$ cat src/rtl/pong_game_engine_if.sv
// Frame-rate link between the game engine and its driver/renderer side.
// The master drives the frame tick and buttons; the slave publishes object state.
interface pong_game_engine_if;
    logic       frame_tick;
    logic       btn_top_l;
    logic       btn_top_r;
    logic       btn_bot_l;
    logic       btn_bot_r;
    logic       btn_start;
    logic [9:0] top_paddle_x;
    logic [9:0] bot_paddle_x;
    logic [9:0] ball_x;
    logic [9:0] ball_y;
    logic [3:0] score_top;
    logic [3:0] score_bot;
    logic [1:0] game_state;
    logic       winner;
    logic       point_pulse;

    modport master (
        output frame_tick, btn_top_l, btn_top_r, btn_bot_l, btn_bot_r, btn_start,
        input  top_paddle_x, bot_paddle_x, ball_x, ball_y,
        input  score_top, score_bot, game_state, winner, point_pulse
    );

    modport slave (
        input  frame_tick, btn_top_l, btn_top_r, btn_bot_l, btn_bot_r, btn_start,
        output top_paddle_x, bot_paddle_x, ball_x, ball_y,
        output score_top, score_bot, game_state, winner, point_pulse
    );
endinterface

$ cat src/rtl/pong_game_engine.sv
// Pong game-state engine: paddles, ball, collisions, scoring and match FSM,
// advancing once per frame_tick; all published coordinates are registered.
//
// state     | meaning
// ----------+-----------------------------------------------------------
// S_IDLE    | ball centred, paddles frozen, waiting for btn_start
// S_SERVE   | ball held at centre for SERVE_FRAMES ticks, paddles move
// S_PLAY    | paddles and ball move, collisions and misses resolved
// S_OVER    | everything frozen until btn_start begins a new match
module pong_game_engine #(
    parameter int SCREEN_W     = 640,
    parameter int SCREEN_H     = 480,
    parameter int PADDLE_W     = 40,
    parameter int PADDLE_H     = 20,
    parameter int TOP_PADDLE_Y = 100,
    parameter int BOT_PADDLE_Y = 360,
    parameter int BALL_SIZE    = 8,
    parameter int PADDLE_STEP  = 4,
    parameter int BALL_STEP    = 2,
    parameter int WIN_SCORE    = 5,
    parameter int SERVE_FRAMES = 60
) (
    input  logic               clk,
    input  logic               reset,
    pong_game_engine_if.slave  bus
);
    typedef enum logic [1:0] {
        S_IDLE  = 2'd0,
        S_SERVE = 2'd1,
        S_PLAY  = 2'd2,
        S_OVER  = 2'd3
    } state_t;

    localparam logic [10:0] PAD_MAX    = 11'(SCREEN_W - PADDLE_W);
    localparam logic [10:0] BALL_MAX_X = 11'(SCREEN_W - BALL_SIZE);
    localparam logic [10:0] BALL_MAX_Y = 11'(SCREEN_H - BALL_SIZE);
    localparam logic [10:0] STEP_P     = 11'(PADDLE_STEP);
    localparam logic [10:0] STEP_B     = 11'(BALL_STEP);
    localparam logic [10:0] SIZE_B     = 11'(BALL_SIZE);
    localparam logic [10:0] PW         = 11'(PADDLE_W);
    localparam logic [10:0] BOT_Y      = 11'(BOT_PADDLE_Y);
    localparam logic [10:0] TOP_EDGE   = 11'(TOP_PADDLE_Y + PADDLE_H);
    localparam logic [9:0]  PAD_HOME   = 10'((SCREEN_W - PADDLE_W) / 2);
    localparam logic [9:0]  HOME_X     = 10'((SCREEN_W - BALL_SIZE) / 2);
    localparam logic [9:0]  HOME_Y     = 10'((SCREEN_H - BALL_SIZE) / 2);
    localparam logic [7:0]  SERVE_LAST = 8'(SERVE_FRAMES - 1);
    localparam logic [3:0]  WIN        = 4'(WIN_SCORE);

    state_t     state;
    logic [9:0] top_px, bot_px, ball_x, ball_y;
    logic       dir_x, dir_y;
    logic [3:0] score_top, score_bot;
    logic       winner, point_pulse;
    logic [7:0] serve_cnt;

    logic [9:0]  top_next, bot_next;
    logic [10:0] bx, by, tpx, bpx, ny_dn, ny_up;
    logic [9:0]  nx, ny;
    logic        ndir_x, ndir_y;
    logic        ov_top, ov_bot, hit_top, hit_bot, miss_top, miss_bot;

    function automatic logic [9:0] paddle_next(input logic [9:0] p,
                                               input logic move_l,
                                               input logic move_r);
        logic [10:0] w;
        w = {1'b0, p};
        if (move_l && !move_r)
            w = (w <= STEP_P) ? 11'd0 : w - STEP_P;
        else if (move_r && !move_l)
            w = (w + STEP_P >= PAD_MAX) ? PAD_MAX : w + STEP_P;
        return 10'(w);
    endfunction

    always_comb begin
        top_next = paddle_next(top_px, bus.btn_top_l, bus.btn_top_r);
        bot_next = paddle_next(bot_px, bus.btn_bot_l, bus.btn_bot_r);
    end

    // Ball resolution uses the paddle positions registered before this tick.
    always_comb begin
        bx    = {1'b0, ball_x};
        by    = {1'b0, ball_y};
        tpx   = {1'b0, top_px};
        bpx   = {1'b0, bot_px};
        ny_dn = by + STEP_B;
        ny_up = (by > STEP_B) ? by - STEP_B : 11'd0;

        ndir_x = dir_x;
        if (dir_x) begin
            if (bx + STEP_B >= BALL_MAX_X) begin
                nx     = 10'(BALL_MAX_X);
                ndir_x = 1'b0;
            end else begin
                nx = 10'(bx + STEP_B);
            end
        end else begin
            if (bx <= STEP_B) begin
                nx     = 10'd0;
                ndir_x = 1'b1;
            end else begin
                nx = 10'(bx - STEP_B);
            end
        end

        ov_top   = (bx + SIZE_B > tpx) && (bx < tpx + PW);
        ov_bot   = (bx + SIZE_B > bpx) && (bx < bpx + PW);
        hit_bot  = dir_y && ov_bot && (by + SIZE_B <= BOT_Y) && (ny_dn + SIZE_B >= BOT_Y);
        hit_top  = !dir_y && ov_top && (by >= TOP_EDGE) && (ny_up <= TOP_EDGE);
        miss_bot = dir_y && !hit_bot && (ny_dn >= BALL_MAX_Y);
        miss_top = !dir_y && !hit_top && (by <= STEP_B);

        ndir_y = dir_y;
        ny     = dir_y ? 10'(ny_dn) : 10'(ny_up);
        if (hit_bot) begin
            ny     = 10'(BOT_Y - SIZE_B);
            ndir_y = 1'b0;
        end else if (hit_top) begin
            ny     = 10'(TOP_EDGE);
            ndir_y = 1'b1;
        end
    end

    always_ff @(posedge clk or posedge reset) begin
        if (reset) begin
            state       <= S_IDLE;
            top_px      <= PAD_HOME;
            bot_px      <= PAD_HOME;
            ball_x      <= HOME_X;
            ball_y      <= HOME_Y;
            dir_x       <= 1'b1;
            dir_y       <= 1'b1;
            score_top   <= 4'd0;
            score_bot   <= 4'd0;
            winner      <= 1'b0;
            point_pulse <= 1'b0;
            serve_cnt   <= 8'd0;
        end else begin
            point_pulse <= 1'b0;
            if (bus.frame_tick) begin
                case (state)
                    S_IDLE: begin
                        if (bus.btn_start) begin
                            state     <= S_SERVE;
                            score_top <= 4'd0;
                            score_bot <= 4'd0;
                            serve_cnt <= 8'd0;
                        end
                    end
                    S_SERVE: begin
                        top_px <= top_next;
                        bot_px <= bot_next;
                        ball_x <= HOME_X;
                        ball_y <= HOME_Y;
                        if (serve_cnt == SERVE_LAST) begin
                            state     <= S_PLAY;
                            serve_cnt <= 8'd0;
                        end else begin
                            serve_cnt <= serve_cnt + 8'd1;
                        end
                    end
                    S_PLAY: begin
                        top_px <= top_next;
                        bot_px <= bot_next;
                        if (miss_bot || miss_top) begin
                            // Direction is kept across the point so the next serve
                            // heads the same way.
                            point_pulse <= 1'b1;
                            ball_x      <= HOME_X;
                            ball_y      <= HOME_Y;
                            serve_cnt   <= 8'd0;
                            if (miss_bot) begin
                                score_top <= score_top + 4'd1;
                                if (score_top + 4'd1 == WIN) begin
                                    state  <= S_OVER;
                                    winner <= 1'b0;
                                end else begin
                                    state <= S_SERVE;
                                end
                            end else begin
                                score_bot <= score_bot + 4'd1;
                                if (score_bot + 4'd1 == WIN) begin
                                    state  <= S_OVER;
                                    winner <= 1'b1;
                                end else begin
                                    state <= S_SERVE;
                                end
                            end
                        end else begin
                            ball_x <= nx;
                            ball_y <= ny;
                            dir_x  <= ndir_x;
                            dir_y  <= ndir_y;
                        end
                    end
                    S_OVER: begin
                        if (bus.btn_start) begin
                            state     <= S_SERVE;
                            score_top <= 4'd0;
                            score_bot <= 4'd0;
                            top_px    <= PAD_HOME;
                            bot_px    <= PAD_HOME;
                            ball_x    <= HOME_X;
                            ball_y    <= HOME_Y;
                            serve_cnt <= 8'd0;
                        end
                    end
                    default: state <= S_IDLE;
                endcase
            end
        end
    end

    assign bus.top_paddle_x = top_px;
    assign bus.bot_paddle_x = bot_px;
    assign bus.ball_x       = ball_x;
    assign bus.ball_y       = ball_y;
    assign bus.score_top    = score_top;
    assign bus.score_bot    = score_bot;
    assign bus.game_state   = state;
    assign bus.winner       = winner;
    assign bus.point_pulse  = point_pulse;
endmodule

$ cat src/flat_wrapper.sv
// flat-port wrapper written by rule: the top's interface ports become plain ports
module pong_game_engine_flat 
#(
    parameter int SCREEN_W     = 640,
    parameter int SCREEN_H     = 480,
    parameter int PADDLE_W     = 40,
    parameter int PADDLE_H     = 20,
    parameter int TOP_PADDLE_Y = 100,
    parameter int BOT_PADDLE_Y = 360,
    parameter int BALL_SIZE    = 8,
    parameter int PADDLE_STEP  = 4,
    parameter int BALL_STEP    = 2,
    parameter int WIN_SCORE    = 5,
    parameter int SERVE_FRAMES = 60
)
  (clk, reset, bus_frame_tick, bus_btn_top_l, bus_btn_top_r, bus_btn_bot_l, bus_btn_bot_r, bus_btn_start, bus_top_paddle_x, bus_bot_paddle_x, bus_ball_x, bus_ball_y, bus_score_top, bus_score_bot, bus_game_state, bus_winner, bus_point_pulse);
  pong_game_engine_if bus_i ();
  input  logic clk;
  input  logic reset;
  input wire logic [$bits(bus_i.frame_tick)-1:0] bus_frame_tick;
  input wire logic [$bits(bus_i.btn_top_l)-1:0] bus_btn_top_l;
  input wire logic [$bits(bus_i.btn_top_r)-1:0] bus_btn_top_r;
  input wire logic [$bits(bus_i.btn_bot_l)-1:0] bus_btn_bot_l;
  input wire logic [$bits(bus_i.btn_bot_r)-1:0] bus_btn_bot_r;
  input wire logic [$bits(bus_i.btn_start)-1:0] bus_btn_start;
  output wire logic [$bits(bus_i.top_paddle_x)-1:0] bus_top_paddle_x;
  output wire logic [$bits(bus_i.bot_paddle_x)-1:0] bus_bot_paddle_x;
  output wire logic [$bits(bus_i.ball_x)-1:0] bus_ball_x;
  output wire logic [$bits(bus_i.ball_y)-1:0] bus_ball_y;
  output wire logic [$bits(bus_i.score_top)-1:0] bus_score_top;
  output wire logic [$bits(bus_i.score_bot)-1:0] bus_score_bot;
  output wire logic [$bits(bus_i.game_state)-1:0] bus_game_state;
  output wire logic [$bits(bus_i.winner)-1:0] bus_winner;
  output wire logic [$bits(bus_i.point_pulse)-1:0] bus_point_pulse;
  assign bus_i.frame_tick = bus_frame_tick;
  assign bus_i.btn_top_l = bus_btn_top_l;
  assign bus_i.btn_top_r = bus_btn_top_r;
  assign bus_i.btn_bot_l = bus_btn_bot_l;
  assign bus_i.btn_bot_r = bus_btn_bot_r;
  assign bus_i.btn_start = bus_btn_start;
  assign bus_top_paddle_x = bus_i.top_paddle_x;
  assign bus_bot_paddle_x = bus_i.bot_paddle_x;
  assign bus_ball_x = bus_i.ball_x;
  assign bus_ball_y = bus_i.ball_y;
  assign bus_score_top = bus_i.score_top;
  assign bus_score_bot = bus_i.score_bot;
  assign bus_game_state = bus_i.game_state;
  assign bus_winner = bus_i.winner;
  assign bus_point_pulse = bus_i.point_pulse;
  pong_game_engine #(.SCREEN_W(SCREEN_W), .SCREEN_H(SCREEN_H), .PADDLE_W(PADDLE_W), .PADDLE_H(PADDLE_H), .TOP_PADDLE_Y(TOP_PADDLE_Y), .BOT_PADDLE_Y(BOT_PADDLE_Y), .BALL_SIZE(BALL_SIZE), .PADDLE_STEP(PADDLE_STEP), .BALL_STEP(BALL_STEP), .WIN_SCORE(WIN_SCORE), .SERVE_FRAMES(SERVE_FRAMES)) u_core (.clk(clk), .reset(reset), .bus(bus_i));
endmodule
$ cat config.mk
export PLATFORM = sky130hd
export DESIGN_NAME = pong_game_engine_flat
export DESIGN_NICKNAME = d
export VERILOG_FILES = /design/src/rtl/pong_game_engine_if.sv /design/src/rtl/pong_game_engine.sv /design/src/flat_wrapper.sv
export SDC_FILE = /design/constraint.sdc
export NUM_CORES = 1
export LEC_CHECK = 0
export CAP_MARGIN = 5
export CELL_PAD_IN_SITES_DETAIL_PLACEMENT = 0
export CELL_PAD_IN_SITES_GLOBAL_PLACEMENT = 2
export CORE_ASPECT_RATIO = 1.25
export CORE_MARGIN = 3
export CORE_UTILIZATION = 38
export CTS_CLUSTER_DIAMETER = 200
export DETAILED_ROUTE_END_ITERATION = 8
export PLACE_DENSITY = 0.85
export SYNTH_ARGS = -nofsm -noshare
export SYNTH_HDL_FRONTEND = slang
export SYNTH_SLANG_ARGS = --single-unit
$ cat constraint.sdc
create_clock -name clk -period 9.5 [get_ports clk]
set_clock_uncertainty 0.1 [all_clocks]
set_input_delay 1.9 -clock clk [delete_from_list [all_inputs] [get_ports clk]]
set_output_delay 1.9 -clock clk [all_outputs]
set_load 0.005 [all_outputs]
# Word level (Yosys, flattened, before mapping)
# Index checks and enable logic that the tools add are counted.
[totals]
wordCells = 156
register_bits = 62
[op_classes]
n_mux = 53
addsub = 16
n_eq_ne = 15
reduce_logical = 42
bitwise_logic = 1
n_lt_le_gt_ge = 17
[op_table]
columns = ["cell", "n"]
rows = [
  ["two-way mux 10 bit", 19],
  ["case mux 10 bit (3 select lines)", 2],
  ["case mux 10 bit (2 select lines)", 2],
  ["greater-or-equal comparator 11 x 10 -> 1 bit, second input constant", 3],
  ["two-way mux 8 bit", 3],
  ["case mux 8 bit (3 select lines)", 1],
  ["adder 10 x 2 -> 11 bit, second input constant", 2],
  ["adder 10 x 3 -> 11 bit, second input constant", 2],
  ["adder 10 x 4 -> 11 bit, second input constant", 2],
  ["adder 10 x 6 -> 11 bit, second input constant", 2],
  ["greater-or-equal comparator 11 x 9 -> 1 bit, second input constant", 2],
  ["greater-than comparator 11 x 10 -> 1 bit", 2],
  ["< comparator 10 x 11 -> 1 bit", 2],
  ["<= comparator 10 x 2 -> 1 bit, second input constant", 2],
  ["<= comparator 10 x 3 -> 1 bit, second input constant", 2],
  ["two-way mux 4 bit", 5],
  ["subtractor 10 x 3 -> 10 bit, second input constant", 2],
  ["logical AND 1 bit", 16],
  ["case mux 4 bit (2 select lines)", 2],
  ["AND reduction 4 bit", 4],
  ["AND reduction 5 bit", 3],
  ["two-way mux 2 bit", 6],
  ["adder 11 x 4 -> 11 bit, second input constant", 1],
  ["<= comparator 11 x 7 -> 1 bit, second input constant", 1],
  ["other kinds (25)", 56],
]

# Longest topological paths before layout
[depth]
word_depth = 13
ltp_mapped = 12
ltp_nobuf = 11

# Worst setup path before layout
# OpenSTA, ideal clock, no wires.
[synth_path]
path_kind = "in2reg"
start = "input bus_frame_tick"
end = "register u_core.top_px[9] (netlist: u_core.bus.top_paddle_x[9])"
t_required_ps = 9317
slack_ps = 5961
cell_stages = 8
path_buffers = 1
arrival_time_ps = 3357
setup_time_ps = 83
cell_sequence = "nor2b_1 -> and2_1 -> clkbuf_1 -> o21ai_1 -> a211o_1 -> a221oi_1 -> o21ai_0 -> o21ai_0"
[synth_between]
elab_chain_cells = 1
[synth_lines]
columns = ["item", "line", "source"]
rows = [
  ["start, declared", "flat_wrapper.sv:20", "input wire logic [$bits(bus_i.frame_tick)-1:0] bus_frame_tick;"],
  ["AND reduction 4 bit (no line)", "--", ""],
  ["end signal, assigned", "pong_game_engine.sv:150", "top_px <= top_next;"],
  ["end signal, assigned", "pong_game_engine.sv:162", "top_px <= top_next;"],
  ["end, declared", "pong_game_engine.sv:50", "logic [9:0] top_px, bot_px, ball_x, ball_y;"],
]
# No other way between the ends.
# A chain may end at the register's enable or synchronous reset.

# Final worst setup path
# Same ends and word-level chain as after synthesis.

==> qor.csv <==
stage;metric;value;unit
drt;drt_iter0_drc;385;
clock_tree;post_cts_resize_count;0;
drt;drc;0;
synth;synth_area_leaders;dfrtp_1 15%, ha_1 12%, dfstp_2 8.5%;
place;portBuffers;54;
sta;hold_viol;0;
clock_tree;cts_max_level;3;
sta;relSlewSlack;0.260;
worst_setup_path;required;9650;ps
sta;setup_viol;0;
sta;fin_ws;4790;ps
global_routing;grt_pass1_vias;6070;
global_routing;grt-ovfl-total;0;
floorplan;rows;51;
floorplan;fp.dieW;120;um
floorplan;coreArea;15800;um2
power;pwr_density_cell;238;nW/um2
sta;rsz0062_at_grt;no;
drt;avgRoutedWirePerCell;18.8;um
sta;worst_slew_pin_slew;1100;ps
global_routing;grtUsageTotal;0.214;
clock_tree;clockBufferDepth;2;
global_routing;grt_antenna_before_repair;0;
synth;synth_seq_area_share;0.234;
worst_setup_path;cp-end-kind;register;
sta;fin_crit_sh;0.496;
layout;layout.nets;872;
place;dp_hpwl;14.1;mm
power;pwr-share-clk;0.198;
synth;ys_ff_latch;57;
outcome;status;complete, no violations;
synth;yosysUniqueCellTypes;88;
drt;via_per_inst;5.96;
synth;synth_top_area_frac;0.149;
sta;finalCriticalPeriod;4710;ps
power;switching_share;0.462;
clock_tree;cts_sinks;57;
layout;area_growth_syn_to_layout;14.2;%
power;intPower;907;uW
worst_setup_path;worstPathMaxFanout;16;
sta;fmax;212;MHz
worst_hold_path;hold_class;register to register;
layout;n_antenna_cell;0;
layout;drive_above_1_share;0.0767;
synth;avgSynthCellArea;7.91;um2
power;ir_drop;86.9;uV
drt;final_antenna_net_count;0;
clock_tree;cts_hold_buf;0;
layout;n_fill_cell;1651;
global_routing;grt_max_degree;58;
drt;dr.pass1.iters;5;
floorplan;die-area;17900;um2
power;finalPower;1690;uW
power;p_leak;0.00286;uW
power;comb_power_share;0.524;
layout;layout_commonest_cell;ha_1;
clock_tree;clk_pin_slew;60;ps
synth;yosysTopAreaCell;dfrtp_1;
layout;final_cell_mix;61 x ha_1, 58 x nor2_1, 56 x nand2_1, 56 x o21ai_0, 54 x clkdlybuf4s50_1;
synth;synth_area;6210;um2
synth;ys_warn_count;0;
drt;drt_wl_total;19.2;mm
synth;synth-edff-count;0;
synth;synthFlopType;dfrtp_1;
flow_run;drv_cap;0;
worst_setup_path;arrival;4860;ps
clock_tree;root_buffer;clkbuf_16;
synth;synthArstFlopShare;1.00;
clock_tree;cts_made_buffers;9;
worst_setup_path;startpoint_type;primary input;
synth;syn_inst;785;
place;post-place-ws;4500;ps
global_routing;grt_pass1_wl;31.3;mm
clock_tree;post_cts_buffers;0;
power;p_seq_frac;0.278;
power;p_sw;779;uW
sta;setup_tns;0;ps
floorplan;die_y;149;um
floorplan;start_util;0.392;
place;gp_congestion;0.870;
clock_tree;clk_latency;340;ps
floorplan;ios;60;
drt;vias;6081;
worst_setup_path;worst-setup-path-type;primary input to register;
sta;slew_viol_final;0;
clock_tree;cts_tree;yes;
[metal layers]
metal,routed length (um),up-vias,GRT usage
met2,9470,155,0.375
met5,0,-,0
li1,-,2946,-
met3,641,33,0.0243
met1,8580,2947,0.272
met4,478,0,0.0754
[power groups by stage]
| stage | sequential, uW | combinational, uW | clock [uW] |
|---|---|---|---|
| detailed placement | 470 | 880 | 0 |
| floorplan | 366 | 685 | 0 |
| global route | 484 | 997 | 352 |
| finish | 468 | 884 | 333 |
| global placement | 470 | 860 | 0 |
| CTS | 466 | 886 | 341 |
[per-stage QoR]
| stage | cell area [um2] | util | std cells | hold WS (ps) |
|---|---|---|---|---|
| 5_1_grt | 7090 | 0.448 | 1020 | 420 |
| 2_1_floorplan | 6220 | - | 789 | 352 |
| 3_3_place_gp | 6790 | 0.429 | 1004 | 382 |
| 6_report | 7090 | 0.448 | 1020 | 394 |
| 3_5_place_dp | 6790 | 0.429 | 1004 | 384 |
| 4_1_cts | 7090 | 0.448 | 1020 | 396 |
[state kept, by name (all words and copies together) (netlist names)]
register	count
u_core.bus.score_top	4
u_core.bus.ball_x	9
u_core.bus.score_bot	4
u_core.bus.game_state	2
u_core.serve_cnt	8
u_core.bus.ball_y	10
u_core.bus.bot_paddle_x	8
u_core.bus.point_pulse	1
u_core.dir_y	1
u_core.bus.winner	1
u_core.bus.top_paddle_x	8
u_core.dir_x	1
[cells by family (layout without fill, tap and decap cells)]
logic type / count (synthesis) / after routing / synth area share
other: 1 / 5 / 0.000604
buffers and inverters: 99 / 118 / 0.0679
adder cells (fa/ha/maj): 61 / 61 / 0.123
flip-flops: 57 / 57 / 0.234
AO/OA/AOI/OAI: 260 / 260 / 0.288
AND/OR/NAND/NOR: 261 / 261 / 0.220
multiplexers: 6 / 6 / 0.00988
XOR/XNOR: 40 / 40 / 0.0564
[synth_stat cells, types with 5 or more instances]
master    count
nand4_1       9
o211ai_1      8
clkbuf_1     34
o21ai_1       5
dfstp_2      20
nand3_1      36
xnor2_1      27
nand2_1      56
and3_1       18
mux2i_1       5
xor2_1       13
ha_1         61
a21o_1        6
o21ai_0      56
o22ai_1      14
o21a_1       11
nor2b_1       7
and4_1        5
a31oi_1      17
dfrtp_1      37
a211oi_1      8
nor4_1        6
buf_4         9
buf_2         7
nor3_1       19
a21oi_1      49
nor2_1       58
inv_1        43
or3_1         6
nand2b_1      8
o31ai_1       9
[path summary, 6_finish.rpt]
check | startpoint | to | slack, ps | depth (start not counted)
setup / recovery | bus_frame_tick | u_core.bus.top_paddle_x[9] | 4790 | 8
hold / removal | u_core.serve_cnt[7] | u_core.serve_cnt[7] | 390 | 1
setup reg to reg | u_core.bus.bot_paddle_x[4] | u_core.bus.ball_y[5] | 5470 | 11
hold reg to reg | u_core.serve_cnt[7] | u_core.serve_cnt[7] | 390 | 1
max in group asynchronous | reset | u_core.bus.top_paddle_x[9] | 6760 | 3
min in group asynchronous | reset | u_core.bus.score_bot[3] | 2020 | 3
[critical path: stages]
cell and delay, ps:
clkdlybuf4s50_1 750, nor2b_1 310, and2_1 410, o21ai_1 470, a211o_1 490, a221oi_1 260
o21ai_0 130, o21ai_0 130
[layout make-up]
type | instances | area, um2 | share of cell area
tap | 212 | 265 | 0.0374
inverter | 47 | 176 | 0.0249
multi-input combinational | 633 | 4350 | 0.614
clock buffer | 10 | 229 | 0.0323
sequential | 57 | 1450 | 0.205
clock inverter | 6 | 67.6 | 0.00953
timing repair buffer | 55 | 548 | 0.0773
Note: power is estimated with default switching activity, not from simulation.
